`config.mk`:
```
export PLATFORM = sky130hd
export DESIGN_NAME = multicycle_ctrl
export DESIGN_NICKNAME = d
export VERILOG_FILES = /design/src/rtl/multicycle_ctrl_pkg.sv /design/src/rtl/multicycle_ctrl_mem_wait_timer.sv /design/src/rtl/multicycle_ctrl.sv
export SDC_FILE = /design/constraint.sdc
export NUM_CORES = 1
export LEC_CHECK = 0
export ABC_CLOCK_PERIOD_IN_PS = 4200
export CAP_MARGIN = 20
export CORE_MARGIN = 2
export CORE_UTILIZATION = 50
export CTS_BUF_LIST = sky130_fd_sc_hd__clkbuf_8
export DETAILED_ROUTE_END_ITERATION = 12
export DONT_BUFFER_PORTS = 1
export GPL_ROUTABILITY_DRIVEN = 0
export PLACE_DENSITY = 0.69
export REMOVE_ABC_BUFFERS = 1
export SLEW_MARGIN = 20
export SYNTH_ARGS = -nofsm -noshare
export SYNTH_HDL_FRONTEND = slang
export SYNTH_SLANG_ARGS = --single-unit
```
`constraint.sdc`:
```
create_clock -name clk -period 4.2 [get_ports clk]
set_clock_uncertainty 0.1 [all_clocks]
set_input_delay 0.84 -clock clk [delete_from_list [all_inputs] [get_ports clk]]
set_output_delay 0.84 -clock clk [all_outputs]
set_load 0.02 [all_outputs]
```
`src/rtl/multicycle_ctrl_pkg.sv`:
```
// Shared definitions for the multi-cycle RV32I sequencing controller:
// opcode values, state encodings, trap cause codes and an opcode legality helper.
package multicycle_ctrl_pkg;

  localparam logic [6:0] OP_R      = 7'b0110011;
  localparam logic [6:0] OP_IALU   = 7'b0010011;
  localparam logic [6:0] OP_LOAD   = 7'b0000011;
  localparam logic [6:0] OP_STORE  = 7'b0100011;
  localparam logic [6:0] OP_BRANCH = 7'b1100011;

  typedef enum logic [2:0] {
    S_FETCH  = 3'd0,
    S_DECODE = 3'd1,
    S_EXEC   = 3'd2,
    S_MEM    = 3'd3,
    S_WB     = 3'd4,
    S_TRAP   = 3'd5
  } state_t;

  typedef enum logic [1:0] {
    CAUSE_NONE    = 2'b00,
    CAUSE_ILLEGAL = 2'b01,
    CAUSE_TIMEOUT = 2'b10
  } cause_t;

  // True for the five opcode classes this core executes.
  function automatic logic is_legal(input logic [6:0] op);
    return (op == OP_R) || (op == OP_IALU) || (op == OP_LOAD) ||
           (op == OP_STORE) || (op == OP_BRANCH);
  endfunction

endpackage

```
`src/rtl/multicycle_ctrl_mem_wait_timer.sv`:
```
// Wait-state watchdog for the shared memory port. Counts consecutive
// unacknowledged request cycles and flags the cycle in which the count
// would reach TIMEOUT. TIMEOUT = 0 disables the watchdog.
module mem_wait_timer #(
  parameter int TIMEOUT = 16
) (
  input  logic clk,
  input  logic rst,
  input  logic clear,
  input  logic count_en,
  output logic expired
);

  localparam int W = (TIMEOUT > 1) ? $clog2(TIMEOUT + 1) : 1;

  logic [W-1:0] count;

  // Wait counter: restarts whenever the controller changes state, advances on each stalled cycle.
  always_ff @(posedge clk) begin
    if (rst || clear) begin
      count <= '0;
    end else if (count_en && (TIMEOUT != 0)) begin
      count <= count + W'(1);
    end
  end

  // The stalled cycle that completes TIMEOUT waits is the expiring one, so a
  // ready arriving in that cycle (count_en low) still wins over the trap.
  assign expired = (TIMEOUT != 0) && count_en && (count == W'(TIMEOUT - 1));

endmodule

```
`src/rtl/multicycle_ctrl.sv`:
```
// Multi-cycle sequencing controller: steps each instruction through
// FETCH/DECODE/EXEC/MEM/WB, drives the datapath enables, arbitrates the
// shared memory port, counts retired instructions and traps on illegal
// opcodes or memory timeouts.
module multicycle_ctrl
  import multicycle_ctrl_pkg::*;
#(
  parameter int TIMEOUT = 16
) (
  input  logic        clk,
  input  logic        rst,
  input  logic [6:0]  opcode,
  input  logic        take_branch,
  input  logic        mem_ready,
  output logic        mem_req,
  output logic        mem_we,
  output logic        iord,
  output logic        ir_write,
  output logic        pc_write,
  output logic        pc_src,
  output logic        alusrc,
  output logic        memtoreg,
  output logic        regwrite,
  output logic [31:0] instret,
  output logic        trap,
  output logic [1:0]  trap_cause
);

  state_t      state, state_n;
  cause_t      cause_q, cause_n;
  logic [31:0] instret_q;
  logic        retire;

  logic mem_req_c, mem_we_c, iord_c, ir_write_c, pc_write_c;
  logic pc_src_c, alusrc_c, memtoreg_c, regwrite_c;

  logic wd_clear, wd_en, wd_expired;

  logic is_load, is_store, is_branch, is_ialu;

  assign is_load   = (opcode == OP_LOAD);
  assign is_store  = (opcode == OP_STORE);
  assign is_branch = (opcode == OP_BRANCH);
  assign is_ialu   = (opcode == OP_IALU);

  // Watchdog counts only while the port is requested and unacknowledged;
  // any state change restarts it so each FETCH/MEM visit starts from zero.
  assign wd_en    = ((state == S_FETCH) || (state == S_MEM)) && !mem_ready;
  assign wd_clear = (state_n != state);

  mem_wait_timer #(
    .TIMEOUT (TIMEOUT)
  ) u_wait_timer (
    .clk      (clk),
    .rst      (rst),
    .clear    (wd_clear),
    .count_en (wd_en),
    .expired  (wd_expired)
  );

  // State and trap-cause registers.
  always_ff @(posedge clk) begin
    if (rst) begin
      state   <= S_FETCH;
      cause_q <= CAUSE_NONE;
    end else begin
      state   <= state_n;
      cause_q <= cause_n;
    end
  end

  // Retired-instruction counter, wraps modulo 2^32.
  always_ff @(posedge clk) begin
    if (rst) begin
      instret_q <= '0;
    end else if (retire) begin
      instret_q <= instret_q + 32'd1;
    end
  end

  // Next-state and datapath-enable decode from the current state and opcode.
  always_comb begin
    state_n    = state;
    cause_n    = cause_q;
    retire     = 1'b0;
    mem_req_c  = 1'b0;
    mem_we_c   = 1'b0;
    iord_c     = 1'b0;
    ir_write_c = 1'b0;
    pc_write_c = 1'b0;
    pc_src_c   = 1'b0;
    alusrc_c   = 1'b0;
    memtoreg_c = 1'b0;
    regwrite_c = 1'b0;

    case (state)
      S_FETCH: begin
        mem_req_c = 1'b1;
        if (mem_ready) begin
          ir_write_c = 1'b1;
          pc_write_c = 1'b1;
          state_n    = S_DECODE;
        end else if (wd_expired) begin
          state_n = S_TRAP;
          cause_n = CAUSE_TIMEOUT;
        end
      end

      S_DECODE: begin
        if (is_legal(opcode)) begin
          state_n = S_EXEC;
        end else begin
          state_n = S_TRAP;
          cause_n = CAUSE_ILLEGAL;
        end
      end

      S_EXEC: begin
        alusrc_c = is_ialu || is_load || is_store;
        if (is_branch) begin
          pc_write_c = take_branch;
          pc_src_c   = take_branch;
          retire     = 1'b1;
          state_n    = S_FETCH;
        end else if (is_load || is_store) begin
          state_n = S_MEM;
        end else begin
          state_n = S_WB;
        end
      end

      S_MEM: begin
        mem_req_c = 1'b1;
        iord_c    = 1'b1;
        alusrc_c  = 1'b1;
        mem_we_c  = is_store;
        if (mem_ready) begin
          if (is_load) begin
            state_n = S_WB;
          end else begin
            retire  = 1'b1;
            state_n = S_FETCH;
          end
        end else if (wd_expired) begin
          state_n = S_TRAP;
          cause_n = CAUSE_TIMEOUT;
        end
      end

      S_WB: begin
        regwrite_c = 1'b1;
        memtoreg_c = is_load;
        retire     = 1'b1;
        state_n    = S_FETCH;
      end

      S_TRAP: begin
        state_n = S_TRAP;
      end

      default: begin
        state_n = S_FETCH;
      end
    endcase
  end

  // Reset forces every output low at once so an in-flight request is dropped
  // in the same cycle rather than one clock later.
  assign mem_req    = mem_req_c  && !rst;
  assign mem_we     = mem_we_c   && !rst;
  assign iord       = iord_c     && !rst;
  assign ir_write   = ir_write_c && !rst;
  assign pc_write   = pc_write_c && !rst;
  assign pc_src     = pc_src_c   && !rst;
  assign alusrc     = alusrc_c   && !rst;
  assign memtoreg   = memtoreg_c && !rst;
  assign regwrite   = regwrite_c && !rst;
  assign instret    = rst ? 32'd0 : instret_q;
  assign trap       = (state == S_TRAP) && !rst;
  assign trap_cause = rst ? 2'b00 : cause_q;

endmodule

```
==> results.toml, run 1 <==
[drt]
drt_iter0_drc = 97
ant_nets = 0
viasPerCell = 5.85
vias = 2159
wire_per_inst_um = 14.6
drc = 0
routed_wl_mm = 5.37
firstDrtPassIters = 4

[floorplan]
start_util = 0.515
dieWidth_um = 76.0
row_count = 26
dieHeight_um = 76.0
fp.coreArea_mm2 = 0.00504
die_area_mm2 = 0.00578
pin_count = 55

[logic_synthesis]
synthArstFlopShare = 0
ys_seq_area_frac = 0.324
syn-mean-instance-area_um2 = 8.40
syn_inst = 309
synth_edf_count = 0
synthTopCellsByArea = "dfxtp_1 32%, nor2b_1 9.2%, mux2_1 5.6%"
synth_top_cells_by_count = "42 x dfxtp_1, 38 x nor2b_1, 35 x nor2_1"
netlist_area_mm2 = 0.00259
synth_top_area_cell = "dfxtp_1"
ys_warn_count = 0
ys_types = 54
yosysMostFrequentCell = "dfxtp_1"
synth_top_area_frac = 0.324
ys_seq_elements = 42
synth_flop_cell = "dfxtp_1"

[global_routing]
grt_max_degree = 77
grt_pass1_vias = 1985
grt_util_all_layers = 0.189
grt_pass1_wl_mm = 9.18
grt-ovfl-total = 0
grt_antenna_before_repair = 0

[sta]
min_period_ns = 3.18
rsz0062_at_grt = "no"
timing.fmax_mhz = 315
worst_pin_slew_ns = 0.981
relSlewSlack = 0.337
tns_ns = 0
final-hold-violation-count = 0
worst_slack_ns = 1.02
post-route-period-util = 0.756
finalMaxSlewViolations = 0
setup_viol = 0

[cells_and_area]
final_core_util = 0.537
finalInstanceArea_mm2 = 0.00271
num-fill-cells = 478
areaGrowthSynthToFinish_pct = 4.39
n_antenna_cell = 0
drive_gt1_frac = 0.0836
nNetsFinal = 312

[pwr]
power.density_mw_per_mm2 = 289
power_w = 0.000783
ir_worst_vdd_uv = 225
leakagePower_nw = 1.03

[clock_tree]
clock_sinks = 42
clock_path_buffers = 2
clk_pin_slew_ns = 0.08
cts_tree = "done"
cts_resized = 0
cts_setup_buffers = 0
ctsRootBufferMaster = "clkbuf_8"
cts_inserted_buffers = 5
cts_htree_levels = 2
insertion_delay_ns = 0.29
cts_hold_buffers = 0

[worst_setup_path]
crit_path_end_kind = "output port"
worst-path-buf-inv = 0
crit_fanout = 13
critPathKind = "reg2out"
crit_chain = "nand2_1 > nor2_1 > and2_1 > nor4b_1"
cp_top_family = "simple AND/OR/NAND/NOR gates"
worst_ep_required_time_ns = 3.26
cp_slowest_cell = "nor4b_1"
r2r_start = "state[1]"
arrival_ns = 2.24
critPathLaunchType = "flip-flop"
slowest_delay_ns = 0.82
startpoint = "state[1]"

[min_path]
hold_class = "reg2reg"
hold_start = "instret_q[18]"

[placed_design]
pre_cts_slack_ns = 1.18
dpl_cell_area_mm2 = 0.00260
dp_hpwl_mm = 3.77
port-buffer-count = 0

[run_status]
status = "complete, no violations"

[job]
drv_cap = 0
worst paths after layout:
kind,to,slack (ns),cells after the start
max,mem_we,1.02,4
max reg2reg,instret_q[19],1.74,5
min reg2reg,instret_q[18],0.39,2
min,instret_q[18],0.39,2
area by class of cell:
type / instances / area, µm² / area share
Clock buffer: 5 / 68.8 / 0.0254
Clock inverter: 3 / 40.0 / 0.0148
Inverter: 5 / 18.8 / 0.00693
Multi-Input combinational cell: 244 / 1650 / 0.610
Sequential cell: 42 / 841 / 0.310
Tap cell: 70 / 87.6 / 0.0323
flip-flops by register name, summed over array words and instances (netlist names):
| register | flops |
|---|---|
| state | 3 |
| u_wait_timer.count | 5 |
| instret_q | 32 |
| cause_q | 2 |
cells in the final DEF, fill, tap and decap left out, types with 2 or more instances in the layout:
master     n
dfxtp_1   42
nor2b_1   38
nor2_1    35
a21oi_1   15
nand4_1   13
mux2_1    13
and3_1    12
nand2_1   11
nor3_1    11
o21ai_0   10
nand3_1    9
and2_1     6
or4_1      6
mux2_2     6
inv_1      5
xor2_1     5
and4_1     5
clkbuf_8   5
o31ai_1    4
a211oi_1   3
xnor2_1    3
or3_1      3
ha_1       3
nand2b_1   2
nor3b_1    2
a21o_1     2
nor4_4     2
mux2i_1    2
clkinv_2   2
per-stage QoR:
| stage | hold WS (ns) | instances |
|---|---|---|
| finish | 0.392 | 369 |
| global route | 0.436 | 369 |
| global placement | 0.381 | 361 |
| detailed placement | 0.381 | 361 |
| CTS | 0.397 | 369 |
| floorplan | 0.354 | 291 |
power by group:
group	total (W)	internal, W	switching [W]
combinational	0.0000525	0.0000216	0.0000309
clock	0.000317	0.000175	0.000142
sequential	0.000413	0.000404	0.00000956
total	0.000783	0.000600	0.000182
metal layers:
metal	vias to the layer above	GRT usage	wire length (µm)
met5	-	0	0
met4	0	0.0545	45
met3	4	0.0545	350
met2	63	0.304	2470
met1	1000	0.247	2500
li1	1092	-	-
logic make-up after synthesis:
kind of cell             after synthesis  synth area share
AO/OA/AOI/OAI                         48             0.125
AND/OR/NAND/NOR                      164             0.380
adder cells (fa/ha/maj)                3            0.0145
XOR/XNOR                               8            0.0270
flip-flops                            42             0.324
multiplexers                          21            0.0902
buffers and inverters                 23            0.0391
worst min-delay path, delay by kind of cell, from the launching register on:
family          cells  cell delay, ns
compound gates      2            0.13
flops               1            0.33
No activity file was read; power rests on OpenSTA's default activity.
==> run 2: changes to the inputs <==
--- a/config.mk
+++ b/config.mk
@@ -5,7 +5,7 @@
 export SDC_FILE = /design/constraint.sdc
 export NUM_CORES = 1
 export LEC_CHECK = 0
-export ABC_CLOCK_PERIOD_IN_PS = 4200
+export ABC_CLOCK_PERIOD_IN_PS = 2600
 export CAP_MARGIN = 20
 export CORE_MARGIN = 2
 export CORE_UTILIZATION = 50
@@ -13,7 +13,7 @@
 export DETAILED_ROUTE_END_ITERATION = 12
 export DONT_BUFFER_PORTS = 1
 export GPL_ROUTABILITY_DRIVEN = 0
-export PLACE_DENSITY = 0.69
+export PLACE_DENSITY = 0.72
 export REMOVE_ABC_BUFFERS = 1
 export SLEW_MARGIN = 20
 export SYNTH_ARGS = -nofsm -noshare
==> constraint.sdc (replaced) <==
create_clock -name clk -period 2.6 [get_ports clk]
set_clock_uncertainty 0.1 [all_clocks]
set_input_delay 0.52 -clock clk [delete_from_list [all_inputs] [get_ports clk]]
set_output_delay 0.52 -clock clk [all_outputs]
set_load 0.02 [all_outputs]
==> results.toml, run 2 (synthesis gave the netlist of run 1 again) <==
[clock_tree]
cts_htree_levels = 2
cts_inserted_buffers = 5
clock_sinks = 42
clk_pin_slew_ns = 0.08
clock_path_buffers = 2
cts_setup_buffers = 0
cts_tree = "done"
insertion_delay_ns = 0.29
cts_hold_buffers = 0
ctsRootBufferMaster = "clkbuf_8"

[sta]
setup_viol = 0
post-route-period-util = 0.927
timing.fmax_mhz = 415
finalMaxSlewViolations = 0
final-hold-violation-count = 0
relSlewSlack = 0.342
rsz0062_at_grt = "no"
tns_ns = 0
min_period_ns = 2.41
worst_slack_ns = 0.189
worst_pin_slew_ns = 0.978

[cells_and_area]
num-fill-cells = 461
largest_registers = "instret_q x32, u_wait_timer.count x5, state x3"
final_cell_mix = "40 x dfxtp_1, 38 x nor2b_1, 35 x nor2_1"
n_antenna_cell = 0
layoutNonFillerInstCount = 375
finalInstanceArea_mm2 = 0.00279
drive_gt1_frac = 0.111
top_register = "instret_q"
final_common_cell = "dfxtp_1"
nNetsFinal = 318
areaGrowthSynthToFinish_pct = 7.57
largest_reg_flops = 32

[pwr]
ir_worst_vdd_uv = 395
leakagePower_nw = 1.07
power.density_mw_per_mm2 = 501
power_w = 0.00140

[floorplan]
die_area_mm2 = 0.00578
pin_count = 55
dieHeight_um = 76.0
dieWidth_um = 76.0
fp.coreArea_mm2 = 0.00504
start_util = 0.515
row_count = 26

[min_path]
hold_class = "in2reg"

[job]
drv_cap = 0

[global_routing]
grt_util_all_layers = 0.188
grt_pass1_wl_mm = 9.20
grt-ovfl-total = 0
grt_max_degree = 77
grt_pass1_vias = 2018
grt_antenna_before_repair = 0

[placed_design]
dp_hpwl_mm = 3.82
dpl_cell_area_mm2 = 0.00265
port-buffer-count = 0
numPlacedInstances = 367
pre_cts_slack_ns = 0.304

[drt]
drt_iter0_drc = 72
wire_per_inst_um = 14.4
routed_wl_mm = 5.40
firstDrtPassIters = 4
vias = 2196
viasPerCell = 5.86
drc = 0
ant_nets = 0

[worst_setup_path]
critPathLaunchType = "flip-flop"
worst_ep_required_time_ns = 1.98
critPathKind = "reg2out"
arrival_ns = 1.79
crit_fanout = 11
crit_path_end_kind = "output port"

[run_status]
status = "complete, no violations"
[run 2: cell types whose count changed in the layout (fill, tap and decap cells not counted)]
cell       delta
dfxtp_2       +2
dfxtp_1       -2
buf_4         +6
bufinv_16     +1
and2_2        +1
clkbuf_8      +1
clkinv_2      -2
and2_1        -1
[run 2: where the power goes]
part,internal (W),switching [W],total [W],leakage (nW)
sequential,0.000652,0.0000127,0.000665,0.340
clock,0.000410,0.000232,0.000641,0.0714
combinational,0.0000387,0.0000543,0.0000930,0.662
[run 2: timing repair]
item,4_1_cts,5_1_grt
endpoints found under the hold margin,0,0
endpoints found under the setup margin,0,2
resized for setup,0,3
[run 2: worst max-delay path: stages (launching register included)]
cell,delay (ns)
dfxtp_1,0.43
nor2b_1,0.25
nor4_1,0.81
[run 2: per-layer routing]
layer | wire [µm] | track usage | up-vias
met2 | 2520 | 0.301 | 57
met3 | 345 | 0.0557 | 6
met4 | 49 | 0.0509 | 0
met5 | 0 | 0 | -
li1 | - | - | 1114
met1 | 2490 | 0.249 | 1019
[run 2: path summary, 6_finish.rpt]
path / endpoint / slack, ns / cells past startpoint / from
max reg2reg: instret_q[16] / 0.38 / 6 / state[0]
min reg2reg: cause_q[0] / 0.39 / 2 / cause_q[0]
max: mem_req / 0.19 / 2 / state[0]
min: cause_q[0] / 0.20 / 1 / rst
[run 2: per-stage QoR]
stage               hold WS (ns)   util
floorplan                  0.354      -
detailed placement         0.382  0.525
CTS                        0.181  0.553
global route               0.184  0.554
finish                     0.195  0.554
global placement           0.376  0.525
[run 2: layout make-up]
class | instances | area, µm² | share of cell area
Multi-Input combinational cell | 244 | 1650 | 0.593
Sequential cell | 42 | 843 | 0.302
Tap cell | 70 | 87.6 | 0.0314
Clock buffer | 6 | 82.6 | 0.0296
Clock inverter | 2 | 60.1 | 0.0215
Timing Repair Buffer | 6 | 45.0 | 0.0161
Inverter | 5 | 18.8 | 0.00672
==> run 3: changes to the inputs <==
--- a/config.mk
+++ b/config.mk
@@ -5,6 +5,7 @@
 export SDC_FILE = /design/constraint.sdc
 export NUM_CORES = 1
 export LEC_CHECK = 0
+export ABC_AREA = 0
 export ABC_CLOCK_PERIOD_IN_PS = 2600
 export CAP_MARGIN = 20
 export CORE_MARGIN = 2
@@ -13,9 +14,11 @@
 export DETAILED_ROUTE_END_ITERATION = 12
 export DONT_BUFFER_PORTS = 1
 export GPL_ROUTABILITY_DRIVEN = 0
+export MAX_ROUTING_LAYER = met4
 export PLACE_DENSITY = 0.72
 export REMOVE_ABC_BUFFERS = 1
 export SLEW_MARGIN = 20
 export SYNTH_ARGS = -nofsm -noshare
 export SYNTH_HDL_FRONTEND = slang
+export SYNTH_HIERARCHICAL = 1
 export SYNTH_SLANG_ARGS = --single-unit
==> results.toml, run 3 <==
[cells_and_area]
final_common_cell = "dfxtp_1"
n_antenna_cell = 0
layoutNonFillerInstCount = 403
drive_gt1_frac = 0.150
areaGrowthSynthToFinish_pct = 8.30
nNetsFinal = 347
largest_registers = "instret_q x32, u_wait_timer/count x5, state x3"
largest_reg_flops = 32
top_register = "instret_q"
final_cell_mix = "42 x dfxtp_1, 34 x nor2b_1, 33 x nor2_1"
finalInstanceArea_mm2 = 0.00291

[sta]
relSlewSlack = 0.508
post-route-period-util = 0.883
final-hold-violation-count = 0
setup_viol = 0
rsz0062_at_grt = "no"
finalMaxSlewViolations = 0
tns_ns = 0
worst_pin_slew_ns = 0.733
timing.fmax_mhz = 436
min_period_ns = 2.30

[logic_synthesis]
synthAdderAreaFrac = 0.0140
synth_compound_area_frac = 0.131
syn-mean-instance-area_um2 = 8.20
synth_flop_cell = "dfxtp_1"
synth_top_family_by_area = "simple AND/OR/NAND/NOR gates"
ys_warn_count = 6
synth_edf_count = 0
netlist_area_mm2 = 0.00268
synthSimpleGateAreaFrac = 0.416
synth_xor_area_frac = 0.0196
ys_seq_elements = 42
ys_types = 60
ys_seq_area_frac = 0.313
synthMuxAreaShare = 0.0611
synth_top_area_cell = "dfxtp_1"
synthArstFlopShare = 0
synth_top_area_frac = 0.313
syn_inst = 327
yosysMostFrequentCell = "dfxtp_1"
synthTopCellsByArea = "dfxtp_1 31%, nor2b_1 7.9%, nor2_1 4.6%"
synth_top_cells_by_count = "42 x dfxtp_1, 34 x nor2b_1, 33 x nor2_1"

[drt]
ant_nets = 0
firstDrtPassIters = 4
drc = 0
drt_iter0_drc = 148
routed_wl_mm = 5.76
wire_per_inst_um = 14.3
viasPerCell = 5.88
vias = 2368

[pwr]
p_sw_w = 0.000291
p_int_w = 0.000872
power.density_mw_per_mm2 = 400
clockPowerShare = 0.345
leakagePower_nw = 1.00
ir_worst_vdd_uv = 259
pwr-share-seq = 0.564
swShare = 0.251
comb_power_share = 0.091

[clock_tree]
cts_inserted_buffers = 5
ctsRootBufferMaster = "clkbuf_8"
clock_sinks = 42
clk_pin_slew_ns = 0.08
clock_path_buffers = 2
cts_resized = 0
cts_tree = "done"
cts_setup_buffers = 0
cts_htree_levels = 2
cts_hold_buffers = 0
insertion_delay_ns = 0.29

[worst_setup_path]
reg2reg_to = "instret_q[26]"
reg2reg_depth = 4
crit_fanout = 8
worst_ep_required_time_ns = 1.98
arrival_ns = 1.68
r2r_start = "instret_q[8]"
crit_path_end_kind = "output port"
critPathKind = "reg2out"
r2r_slack_ns = 0.32
critPathLaunchType = "flip-flop"

[global_routing]
grt_antenna_before_repair = 0
grt_util_all_layers = 0.206
grt-ovfl-total = 0
grt_max_degree = 79
grt_pass1_vias = 2215
grt_pass1_wl_mm = 10.1

[floorplan]
start_util = 0.522
dieWidth_um = 77.2
pin_count = 55
row_count = 26
fp.coreArea_mm2 = 0.00514
dieHeight_um = 77.2
die_area_mm2 = 0.00597

[placed_design]
dp_hpwl_mm = 4.19
numPlacedInstances = 396
port-buffer-count = 0
dpl_cell_area_mm2 = 0.00283

[min_path]
hold_start = "rst"
hold_class = "in2reg"
hold_end = "instret_q[16]"
hold_depth = 1

[run_status]
status = "complete, no violations"

[job]
drv_cap = 0
[run 3: cell count changes after synthesis, moves of 5 or more]
cell / before / now
clkbuf_1: 7 / 13
nand2_1: 11 / 28
and3_1: 12 / 4
nand4_1: 13 / 7
nand3b_1: 0 / 5
nor4_2: 0 / 5
mux2_1: 13 / 4
buf_2: 6 / 1
a21oi_1: 15 / 23
[run 3: worst max path at each step]
stage	from	endpoint	slack, ns	depth (start not counted)
6_report	state[2]	pc_write	0.30	6
5_1_grt	state[2]	pc_write	0.17	6
4_1_cts	state[2]	pc_write	0.30	6
3_5_place_dp	opcode[2]	instret_q[23]	0.06	6
3_3_place_gp	opcode[2]	instret_q[31]	0.09	6
2_1_floorplan	opcode[2]	instret_q[12]	-0.12	5
[run 3: layout make-up]
| cell class | count | area, µm² |
|---|---|---|
| fill | 511 | 2230 |
| tap | 70 | 87.6 |
| clock inverter | 2 | 10.0 |
| inverter | 6 | 22.5 |
| multi-input combinational | 259 | 1720 |
| timing repair buffer | 19 | 155 |
| clock buffer | 5 | 68.8 |
| sequential | 42 | 841 |
[run 3: cell families (layout without fill, tap and decap cells)]
kind of cell,after synthesis,after routing
adder cells (fa/ha/maj),3,3
AND/OR/NAND/NOR,181,181
buffers and inverters,26,32
multiplexers,14,14
flip-flops,42,42
XOR/XNOR,6,6
AO/OA/AOI/OAI,55,55
[run 3: worst max-delay path, cell delays in order, from the launching register on]
cell and delay, ns:
dfxtp_1 0.38, buf_4 0.18, inv_1 0.07, nand2_1 0.13, nor2_1 0.08, and4_1 0.20, or2_2 0.34
[run 3: power groups by stage]
stage	Sequential, W	Clock [W]	Combinational [W]
final	0.000656	0.000401	0.000106
after global routing	0.000657	0.000435	0.000119
after CTS	0.000656	0.000413	0.000106
after detailed placement	0.000671	0	0.000106
after global placement	0.000671	0	0.000104
after floorplan	0.000675	0	0.0000728
[run 3: per-layer routing]
metal | up-vias | wire, µm | GRT usage
li1 | 1204 | - | -
met1 | 1111 | 2630 | 0.261
met2 | 47 | 2770 | 0.322
met3 | 6 | 304 | 0.0506
met4 | 0 | 53 | 0.0679
met5 | - | 0 | -
[run 3: per-stage QoR]
step,hold WS (ns),setup slack [ns],total power (W),util
floorplan,0.348,-0.124,0.000748,-
global placement,0.363,0.0891,0.000775,0.550
detailed placement,0.368,0.0609,0.000777,0.550
CTS,0.181,0.300,0.00117,0.565
global route,0.175,0.170,0.00121,0.565
finish,0.193,0.305,0.00116,0.565
